$ cat config.mk
export PLATFORM = sky130hd
export DESIGN_NAME = vga_scanout_flat
export DESIGN_NICKNAME = d
export VERILOG_FILES = /design/src/rtl/vga_scanout_if.sv /design/src/rtl/vga_scanout.sv /design/src/flat_wrapper.sv
export SDC_FILE = /design/constraint.sdc
export NUM_CORES = 1
export LEC_CHECK = 0
export CELL_PAD_IN_SITES_DETAIL_PLACEMENT = 1
export CELL_PAD_IN_SITES_GLOBAL_PLACEMENT = 1
export CORE_MARGIN = 8
export CORE_UTILIZATION = 54
export DETAILED_ROUTE_END_ITERATION = 8
export PLACE_DENSITY = 0.87
export SKIP_CTS_REPAIR_TIMING = 1
export SYNTH_ARGS = -nofsm -noshare
export SYNTH_HDL_FRONTEND = slang
export SYNTH_SLANG_ARGS = --single-unit
$ cat constraint.sdc
create_clock -name clk -period 7.4 [get_ports clk]
set_clock_uncertainty 0.15 [all_clocks]
set_input_delay 0.74 -clock clk [delete_from_list [all_inputs] [get_ports clk]]
set_output_delay 0.74 -clock clk [all_outputs]
set_load 0.02 [all_outputs]
$ cat src/rtl/vga_scanout_if.sv
// rtl/vga_scanout_if.sv - SRAM read port between the scan-out engine and the SRAM arbiter
interface vga_scanout_if;
  logic        data_en;
  logic [31:0] word_address_dest;
  logic [3:0]  byte_select;
  logic [31:0] SRAM_data_in;
  logic        SRAM_busy;

  modport master (
    output data_en, word_address_dest, byte_select,
    input  SRAM_data_in, SRAM_busy
  );

  modport slave (
    input  data_en, word_address_dest, byte_select,
    output SRAM_data_in, SRAM_busy
  );
endinterface

$ cat src/rtl/vga_scanout.sv
// rtl/vga_scanout.sv - VGA timing generator with ping-pong line prefetch from SRAM
module vga_scanout #(
  parameter int H_ACTIVE = 640,
  parameter int H_FP     = 16,
  parameter int H_SYNC   = 96,
  parameter int H_BP     = 48,
  parameter int V_ACTIVE = 480,
  parameter int V_FP     = 10,
  parameter int V_SYNC   = 2,
  parameter int V_BP     = 33,
  parameter int BPP      = 1,
  parameter bit SYNC_POL = 1'b0,
  localparam int H_TOTAL = H_ACTIVE + H_FP + H_SYNC + H_BP,
  localparam int V_TOTAL = V_ACTIVE + V_FP + V_SYNC + V_BP,
  localparam int HW      = $clog2(H_TOTAL),
  localparam int VW      = $clog2(V_TOTAL)
) (
  input  logic             clk,
  input  logic             nrst,
  input  logic             enable,
  input  logic [31:0]      fb_base,
  vga_scanout_if.master    sram,
  output logic             h_out,
  output logic             v_out,
  output logic [BPP-1:0]   pixel_data,
  output logic             blank,
  output logic             frame_start,
  output logic             underflow,
  output logic [HW-1:0]    h_count,
  output logic [VW-1:0]    v_count,
  output logic [1:0]       h_state,
  output logic [1:0]       v_state
);

  localparam int WPL    = H_ACTIVE * BPP / 32;
  localparam int PPW    = 32 / BPP;
  localparam int PPW_LG = $clog2(PPW);
  localparam int WIW    = (WPL > 1) ? $clog2(WPL) : 1;

  localparam logic [HW-1:0] H_END_ACT  = HW'(H_ACTIVE);
  localparam logic [HW-1:0] H_END_FP   = HW'(H_ACTIVE + H_FP);
  localparam logic [HW-1:0] H_END_SYNC = HW'(H_ACTIVE + H_FP + H_SYNC);
  localparam logic [HW-1:0] H_LAST     = HW'(H_TOTAL - 1);
  localparam logic [VW-1:0] V_END_ACT  = VW'(V_ACTIVE);
  localparam logic [VW-1:0] V_END_FP   = VW'(V_ACTIVE + V_FP);
  localparam logic [VW-1:0] V_END_SYNC = VW'(V_ACTIVE + V_FP + V_SYNC);
  localparam logic [VW-1:0] V_PRE      = VW'(V_ACTIVE - 1);
  localparam logic [VW-1:0] V_LAST     = VW'(V_TOTAL - 1);

  typedef enum logic [1:0] {F_IDLE, F_FETCH, F_DONE} fetch_t;

  fetch_t         fstate;
  logic [WIW-1:0] widx;
  logic           back_sel;
  logic           line_ok;
  logic [31:0]    fb_q;
  logic [31:0]    lbuf [2][WPL];

  logic           h_wrap;
  logic           at_origin;
  logic           accept;
  logic           last_word;
  logic           fetch_due;
  logic [VW-1:0]  fetch_line;
  logic [31:0]    base_now;
  logic           active;
  logic [WIW-1:0] rd_idx;
  logic [31:0]    rd_word;
  logic [4:0]     pix_sh;
  logic [BPP-1:0] pix_val;

  assign h_wrap     = (h_count == H_LAST);
  assign at_origin  = (h_count == '0) && (v_count == '0);
  assign accept     = sram.data_en && !sram.SRAM_busy;
  assign last_word  = (widx == WIW'(WPL - 1));
  assign fetch_due  = (v_count < V_PRE) || (v_count == V_LAST);
  assign fetch_line = (v_count == V_LAST) ? '0 : v_count + VW'(1);
  // The line-1 fetch launches on the same cycle fb_base is sampled, so use the live value there.
  assign base_now   = at_origin ? fb_base : fb_q;

  assign active  = (h_state == 2'd0) && (v_state == 2'd0);
  assign rd_idx  = WIW'(h_count >> PPW_LG);
  assign rd_word = lbuf[~back_sel][rd_idx];
  assign pix_sh  = 5'(32'(h_count[PPW_LG-1:0]) * BPP);
  assign pix_val = BPP'(rd_word >> pix_sh);

  // Horizontal region decode from the live counter.
  always_comb begin
    h_state = 2'd3;
    if (h_count < H_END_ACT)       h_state = 2'd0;
    else if (h_count < H_END_FP)   h_state = 2'd1;
    else if (h_count < H_END_SYNC) h_state = 2'd2;
  end

  // Vertical region decode from the live counter.
  always_comb begin
    v_state = 2'd3;
    if (v_count < V_END_ACT)       v_state = 2'd0;
    else if (v_count < V_END_FP)   v_state = 2'd1;
    else if (v_count < V_END_SYNC) v_state = 2'd2;
  end

  // Pixel and line counters; disable parks them at the frame origin.
  always_ff @(posedge clk or negedge nrst) begin
    if (!nrst) begin
      h_count <= '0;
      v_count <= '0;
    end else if (!enable) begin
      h_count <= '0;
      v_count <= '0;
    end else if (h_wrap) begin
      h_count <= '0;
      v_count <= (v_count == V_LAST) ? '0 : v_count + VW'(1);
    end else begin
      h_count <= h_count + HW'(1);
    end
  end

  // Fetch FSM: one line ahead, bank swap and underflow detection at every line wrap.
  always_ff @(posedge clk or negedge nrst) begin
    if (!nrst) begin
      fstate                 <= F_IDLE;
      sram.data_en           <= 1'b0;
      sram.word_address_dest <= '0;
      sram.byte_select       <= '0;
      widx                   <= '0;
      back_sel               <= 1'b0;
      line_ok                <= 1'b0;
      underflow              <= 1'b0;
      fb_q                   <= '0;
    end else if (!enable) begin
      fstate                 <= F_IDLE;
      sram.data_en           <= 1'b0;
      sram.word_address_dest <= '0;
      sram.byte_select       <= '0;
      widx                   <= '0;
      line_ok                <= 1'b0;
    end else begin
      if (at_origin) fb_q <= fb_base;
      if (accept) begin
        widx                   <= widx + WIW'(1);
        sram.word_address_dest <= sram.word_address_dest + 32'd1;
      end
      if (h_wrap) begin
        back_sel         <= ~back_sel;
        fstate           <= F_IDLE;
        sram.data_en     <= 1'b0;
        sram.byte_select <= '0;
        widx             <= '0;
        if (fstate == F_DONE || (fstate == F_FETCH && accept && last_word)) begin
          line_ok <= 1'b1;
        end else begin
          // A line that was never fetched (or was cut short) must not be shown.
          line_ok <= 1'b0;
          if (fstate == F_FETCH) underflow <= 1'b1;
        end
      end else begin
        case (fstate)
          F_IDLE: begin
            if (h_count == '0 && fetch_due) begin
              fstate                 <= F_FETCH;
              sram.data_en           <= 1'b1;
              sram.byte_select       <= 4'b1111;
              widx                   <= '0;
              sram.word_address_dest <= base_now + 32'(fetch_line) * 32'(WPL);
            end
          end
          F_FETCH: begin
            if (accept && last_word) begin
              fstate           <= F_DONE;
              sram.data_en     <= 1'b0;
              sram.byte_select <= '0;
            end
          end
          default: ;
        endcase
      end
    end
  end

  // Line buffer storage; accepted words land in the bank not being displayed.
  always_ff @(posedge clk) begin
    if (accept) lbuf[back_sel][widx] <= sram.SRAM_data_in;
  end

  // Registered video outputs, all one cycle behind the counters.
  always_ff @(posedge clk or negedge nrst) begin
    if (!nrst) begin
      h_out       <= ~SYNC_POL;
      v_out       <= ~SYNC_POL;
      pixel_data  <= '0;
      blank       <= 1'b1;
      frame_start <= 1'b0;
    end else if (!enable) begin
      h_out       <= ~SYNC_POL;
      v_out       <= ~SYNC_POL;
      pixel_data  <= '0;
      blank       <= 1'b1;
      frame_start <= 1'b0;
    end else begin
      h_out       <= (h_state == 2'd2) ? SYNC_POL : ~SYNC_POL;
      v_out       <= (v_state == 2'd2) ? SYNC_POL : ~SYNC_POL;
      pixel_data  <= (active && line_ok) ? pix_val : '0;
      blank       <= ~active;
      frame_start <= at_origin;
    end
  end

endmodule

$ cat src/flat_wrapper.sv
// flat-port wrapper written by rule: the top's interface ports become plain ports
module vga_scanout_flat 
#(
  parameter int H_ACTIVE = 640,
  parameter int H_FP     = 16,
  parameter int H_SYNC   = 96,
  parameter int H_BP     = 48,
  parameter int V_ACTIVE = 480,
  parameter int V_FP     = 10,
  parameter int V_SYNC   = 2,
  parameter int V_BP     = 33,
  parameter int BPP      = 1,
  parameter bit SYNC_POL = 1'b0,
  localparam int H_TOTAL = H_ACTIVE + H_FP + H_SYNC + H_BP,
  localparam int V_TOTAL = V_ACTIVE + V_FP + V_SYNC + V_BP,
  localparam int HW      = $clog2(H_TOTAL),
  localparam int VW      = $clog2(V_TOTAL)
)
  (clk, nrst, enable, fb_base, h_out, v_out, pixel_data, blank, frame_start, underflow, h_count, v_count, h_state, v_state, sram_data_en, sram_word_address_dest, sram_byte_select, sram_SRAM_data_in, sram_SRAM_busy);
  vga_scanout_if sram_i ();
  input  logic clk;
  input  logic nrst;
  input  logic enable;
  input  logic [31:0] fb_base;
  output logic h_out;
  output logic v_out;
  output logic [BPP-1:0] pixel_data;
  output logic blank;
  output logic frame_start;
  output logic underflow;
  output logic [HW-1:0] h_count;
  output logic [VW-1:0] v_count;
  output logic [1:0] h_state;
  output logic [1:0] v_state;
  output wire logic [$bits(sram_i.data_en)-1:0] sram_data_en;
  output wire logic [$bits(sram_i.word_address_dest)-1:0] sram_word_address_dest;
  output wire logic [$bits(sram_i.byte_select)-1:0] sram_byte_select;
  input wire logic [$bits(sram_i.SRAM_data_in)-1:0] sram_SRAM_data_in;
  input wire logic [$bits(sram_i.SRAM_busy)-1:0] sram_SRAM_busy;
  assign sram_data_en = sram_i.data_en;
  assign sram_word_address_dest = sram_i.word_address_dest;
  assign sram_byte_select = sram_i.byte_select;
  assign sram_i.SRAM_data_in = sram_SRAM_data_in;
  assign sram_i.SRAM_busy = sram_SRAM_busy;
  vga_scanout #(.H_ACTIVE(H_ACTIVE), .H_FP(H_FP), .H_SYNC(H_SYNC), .H_BP(H_BP), .V_ACTIVE(V_ACTIVE), .V_FP(V_FP), .V_SYNC(V_SYNC), .V_BP(V_BP), .BPP(BPP), .SYNC_POL(SYNC_POL)) u_core (.clk(clk), .nrst(nrst), .enable(enable), .fb_base(fb_base), .sram(sram_i), .h_out(h_out), .v_out(v_out), .pixel_data(pixel_data), .blank(blank), .frame_start(frame_start), .underflow(underflow), .h_count(h_count), .v_count(v_count), .h_state(h_state), .v_state(v_state));
endmodule
---- Word level (Yosys, flattened, before mapping) ----
Memory sizes are Yosys's and may differ from the RTL's.
Index checks and enable logic that the tools add are counted.
Widths: inputs -> output; s select.
storage, ports and cells
  output and inout port bits .............. 67
  memory bits (writable) .................. 1280
  flip-flop bits (word level) ............. 104
  latch bits .............................. 0
  bits in read-only memories .............. 0
  memories ................................ 1
memory list
  memory       depth  bits a word  rd ports  clocked after Yosys merged registers in  write ports  RTL line           text
  u_core.lbuf  2      640          1         0                                        1            vga_scanout.sv:57  logic [31:0] lbuf [2][WPL];
operators by class
  shifts and indexed selects .............. 1
  equal/unequal tests ..................... 11
  magnitude comparators ................... 10
  muxes and demuxes ....................... 55
  divide/modulo/power cells ............... 0
  $mul .................................... 1
  add/sub/neg operators ................... 5
  reductions and logical operators ........ 20
  bitwise operators ....................... 5
operators by type and width
  operator               count
  $mux 640               1
  $mux 32                9
  $bmux 32 s5            1
  $demux 32 s5           1
  $mux 10                5
  $lt 10x9->1 const B    4
  $add 32x1->32 const B  1
  $add 32x15->32         1
  $shr 32x5->1           1
  $lt 10x10->1 const B   3
  $mux 5                 5
  $add 10x1->10 const B  2
  $eq 10x10->1 const B   2
  $logic_not 10->1       2
  $mux 1                 18
  $mux 2                 8
  $mux 4                 4
  $mul 10x3->13 const B  1
  $ge 6x6->1 const B     2
  $not 5->6              2
  $logic_and 1x1->1      9
  $pmux 4 s2             1
  $eq 2x2->1 const B     3
  $logic_not 2->1        3
  16 further kinds       19

---- Logic depth before layout (Yosys ltp) ----
  depth in word-level cells ............... 9
  mapped depth ............................ 24
  mapped depth without buffers ............ 24

---- Worst setup path after synthesis ----
No wires, ideal clock.
  kind .................................... flip-flop to flip-flop
  from .................................... reg u_core.v_count[4]
  to ...................................... reg u_core.sram.word_address_dest[17]
  period minus slack after synthesis ...... 5.260 ns
  path slack .............................. 2.140 ns
  cell stages (with the launch flop) ...... 22
  library setup time ...................... 0.125 ns
  arrival ................................. 4.985 ns
  cells stage by stage .................... dfrtp_1 buf_6 or4_4 nor3_2 nor2_1 ha_1 ha_1 a21o_1 a21oi_1 o21ai_0 a21oi_1 o21bai_1 a21oi_1 xnor2_1 ha_1 or3_1 a311oi_1 o31ai_1 and2_1 buf_2 and4_1 a2111oi_0
on the way
  word-level cells in the longest chain between the ends .. 8
ends and longest elaborated chain
  item                                                 RTL line                               text
  start, declared                                      vga_scanout.sv:30                      output logic [VW-1:0] v_count,
  start signal, assigned                               vga_scanout.sv:113                     v_count <= (v_count == V_LAST) ? '0 : v_count + VW'(1);
  $add 10x1->10, or another cell as far along          vga_scanout.sv:77                      assign fetch_line = (v_count == V_LAST) ? '0 : v_count + VW'(1);
  $mux 10 / $logic_and 1x1->1 (equally long branches)  vga_scanout.sv:77, vga_scanout.sv:73
  $mul 10x3->13 / $mux 32 (equally long branches)      vga_scanout.sv:165, vga_scanout.sv:79
  $add 32x15->32                                       vga_scanout.sv:165                     sram.word_address_dest <= base_now + 32'(fetch_line) * 32'(WPL);
  $mux 32 *                                            vga_scanout.sv:160                     if (h_count == '0 && fetch_due) begin
  $mux 32 *                                            vga_scanout.sv:158                     case (fstate)
  $mux 32 *                                            vga_scanout.sv:144                     if (h_wrap) begin
  $mux 32 *                                            vga_scanout.sv:131                     end else if (!enable) begin
  end signal, assigned                                 vga_scanout.sv:142                     sram.word_address_dest <= sram.word_address_dest + 32'd1;
  end signal, assigned                                 vga_scanout.sv:165
  end, declared                                        vga_scanout_if.sv:10                   output data_en, word_address_dest, byte_select,
Every way passes the cells marked *; elsewhere a longest branch is shown, timed or not.
A chain may end at the register's enable or synchronous reset.

---- Final worst setup path ----
  from .................................... reg u_core.h_count[0]
  to ...................................... reg u_core.sram.word_address_dest[28]
on the way
  word-level cells in the longest chain between the ends .. 8
ends and longest elaborated chain
  item                    RTL line            text
  start, declared         vga_scanout.sv:29   output logic [HW-1:0] h_count,
  start signal, assigned  vga_scanout.sv:115  h_count <= h_count + HW'(1);
  $logic_not 10->1        vga_scanout.sv:73   assign at_origin = (h_count == '0) && (v_count == '0);
  $logic_and 1x1->1       vga_scanout.sv:73
  $mux 32                 vga_scanout.sv:79   assign base_now = at_origin ? fb_base : fb_q;
  via u_core.base_now[2]  vga_scanout.sv:65   logic [31:0] base_now;
  $add 32x15->32          vga_scanout.sv:165
  $mux 32                 vga_scanout.sv:160
  $mux 32                 vga_scanout.sv:158
  $mux 32                 vga_scanout.sv:144
  $mux 32                 vga_scanout.sv:131
The timed path passes the listed nets, and every way through them passes these cells.

==> flow_metrics.tcl <==
set metrics [dict create \
    status "finished clean" \
    fin_setup_tns_ps 0 \
    period_needed_ps 6420 \
    synth_cell_types 87 \
    whs_endpoint "u_core.fb_q[13]$_DFFE_PN0P_" \
    antenna_found_initial 9 \
    p_switching_mw 3.70 \
    ys_async_sr_fraction 0.0718 \
    overflow 0 \
    cts_tree "built" \
    grtUsageTotal 0.316 \
    syn_to_final_growth_pct 14.1 \
    fmax_ghz 0.156 \
    grtUsageMet1 0.400 \
    grt_pass1_vias 34200 \
    vias_per_cell 7.14 \
    rsz0062_at_grt "false" \
    clk_pin_slew_worst_paths_ps 70 \
    critPathKind "reg -> reg" \
    coreArea_um2 103000 \
    power.leakage_nw 20.2 \
    maxSlewViolCount 0 \
    numPortBuffers 134 \
    drv_cap 0 \
    dr.pass1.iters 6 \
    placedCellCount 4351 \
    yosys_warnings 0 \
    cts-root-buf "clkbuf_16" \
    r2r_cells 17 \
    r2r_slack_ps 980 \
    clock_sinks 1379 \
    synth_cells 2913 \
    ys_seq_area_frac 0.731 \
    clkLatencyLatePin_ps 760 \
    ant_nets 0 \
    whs_path_depth 1 \
    synth-seq-cells 1379 \
    intPower_mw 12.9 \
    netlist_area_um2 55900 \
    timing.hold.ws_ps 339 \
    power_frac_comb 0.043 \
    met3_usage 0.0913 \
    hold_viol_final 0 \
    fill_cells 8651 \
    busiest_layer "met2" \
    drt-wirelength-per-cell_um 39.3 \
    r2r_start "u_core.h_count[0]$_DFF_PN0_" \
    io_pins 135 \
    layout-drive-gt1-share 0.222 \
    place_congestion 0.857 \
    worst_ep_arrival_time_ps 6880 \
    cts_buffers 140 \
    cp_data_required_time_ps 7850 \
    nets 3225 \
    dieHeight_um 338 \
    hold_class "reg -> reg" \
    min_from "u_core.fb_q[13]$_DFFE_PN0P_" \
    synth-edff-count 1280 \
    die_w_um 338 \
    swShare 0.222 \
    critPathLaunchType "flop" \
    rows 118 \
    synth.avg_cell_area_um2 19.2 \
    max-slew-margin-rel 0.0357 \
    p_seq_frac 0.523 \
    grt_pass1_wl_um 255000 \
    stdcell_count 4604 \
    grt_max_degree 92 \
    hpwl_um 98400 \
    pwr_density_cell_nw_per_um2 261 \
    start_util 0.542 \
    tightest_slew_ps 1440 \
    via_count 32900 \
    max-vdd-ir-drop_v 0.000220 \
    drtIter0Drc 5237 \
    r2r-end "u_core.sram.word_address_dest[28]$_DFF_PN0_" \
    syn_nets 3023 \
    clock_power_share 0.434 \
    htreeDepth 4 \
    layout_commonest_cell "edfxtp_1" \
    timing.final.crit_share 0.868 \
    drt_wl_total_um 181000 \
    met2_usage 0.496 \
    synth_ff_type "edfxtp_1" \
    final_cell_mix "edfxtp_1 (1280), mux4_2 (292), clkbuf_16 (142)" \
    endpoint_kind "flop" \
    clockBufferDepth 3 \
    drc 0 \
    path_max_fanout 35 \
    setup-violations-final 0 \
    fp.dieArea_um2 114000 \
]
-- routing by layer --
| layer | wire length, um | vias up |
|---|---|---|
| met2 | 84200 | 2939 |
| li1 | - | 12300 |
| met3 | 22500 | 743 |
| met1 | 63100 | 16900 |
| met5 | 69 | - |
| met4 | 11100 | 10 |
-- power groups by stage --
stage	clock, mW	combinational (mW)	sequential (mW)
global route	7.46	0.754	8.70
detailed placement	0	0.694	8.86
finish	7.22	0.709	8.70
floorplan	0	0.316	8.86
CTS	7.24	0.702	8.70
global placement	0	0.658	8.85
-- synth_stat cells (40+ instances only) --
master / instances / area share
a21oi_1: 64 / 0.0057
clkbuf_1: 89 / 0.0060
dfrtp_1: 96 / 0.043
edfxtp_1: 1280 / 0.69
ha_1: 40 / 0.0089
mux2_1: 40 / 0.0081
mux2i_1: 109 / 0.020
mux4_2: 292 / 0.12
nand2_1: 104 / 0.0070
nand3_1: 42 / 0.0038
nor2_1: 116 / 0.0078
o21ai_0: 42 / 0.0038
xnor2_1: 41 / 0.0064
-- cell families after synthesis --
family          share of synthesized area
xor+xnor                           0.0119
flops                               0.731
simple gates                       0.0350
mux                                 0.151
buf+inv                            0.0166
compound gates                     0.0446
fa+ha+maj                         0.00966
-- critical path: stages (launching register included) --
cell,delay [ps]
dfrtp_1,410
inv_1,540
ha_1,310
nor4b_1,580
nand3_1,610
nor2_8,740
mux2_2,280
ha_1,150
inv_1,60
fa_1,440
nor2b_1,160
o21a_1,180
o21ai_0,170
a211oi_1,410
o211ai_1,270
a2111oi_1,520
xor2_1,190
a21oi_1,90
-- how the worst max path moves through the flow --
stage | cells after the start | end | start
2_1_floorplan | 21 | u_core.sram.word_address_dest[17]$_DFF_PN0_ | u_core.v_count[4]$_DFFE_PN0P_
3_3_place_gp | 19 | u_core.sram.word_address_dest[17]$_DFF_PN0_ | u_core.v_count[4]$_DFFE_PN0P_
3_5_place_dp | 19 | u_core.sram.word_address_dest[17]$_DFF_PN0_ | u_core.v_count[4]$_DFFE_PN0P_
4_1_cts | 17 | u_core.sram.word_address_dest[28]$_DFF_PN0_ | u_core.h_count[0]$_DFF_PN0_
5_1_grt | 17 | u_core.sram.word_address_dest[28]$_DFF_PN0_ | u_core.h_count[0]$_DFF_PN0_
6_report | 17 | u_core.sram.word_address_dest[28]$_DFF_PN0_ | u_core.h_count[0]$_DFF_PN0_
-- state kept, by name, indices dropped and copies added (netlist names) --
register,count
u_core.widx,5
u_core.h_out,1
u_core.fstate,2
u_core.pixel_data,1
u_core.v_out,1
u_core.underflow,1
u_core.v_count,10
u_core.frame_start,1
u_core.blank,1
u_core.line_ok,1
u_core.h_count,10
u_core.back_sel,1
u_core.lbuf,1280
u_core.sram.word_address_dest,32
u_core.fb_q,32
-- per-stage QoR --
| step | util | setup slack (ps) | total power, mW | area (um2) |
|---|---|---|---|---|
| floorplan | - | 2140 | 9.17 | 55900 |
| global route | 0.618 | 721 | 16.9 | 63800 |
| detailed placement | 0.574 | 1450 | 9.55 | 59200 |
| finish | 0.618 | 976 | 16.6 | 63800 |
| global placement | 0.574 | 1580 | 9.51 | 59200 |
| CTS | 0.618 | 1120 | 16.6 | 63800 |
-- area by class of cell --
type,count,area (um2),area share
inverter,32,121,0.00190
antenna,3,7.51,0.000118
tap,1380,1730,0.0271
timing repair buffer,229,2060,0.0323
sequential,1379,40900,0.641
clock inverter,83,890,0.0139
multi-input combinational,1333,14400,0.226
clock buffer,165,3670,0.0575
No activity file was read; power rests on OpenSTA's default activity.
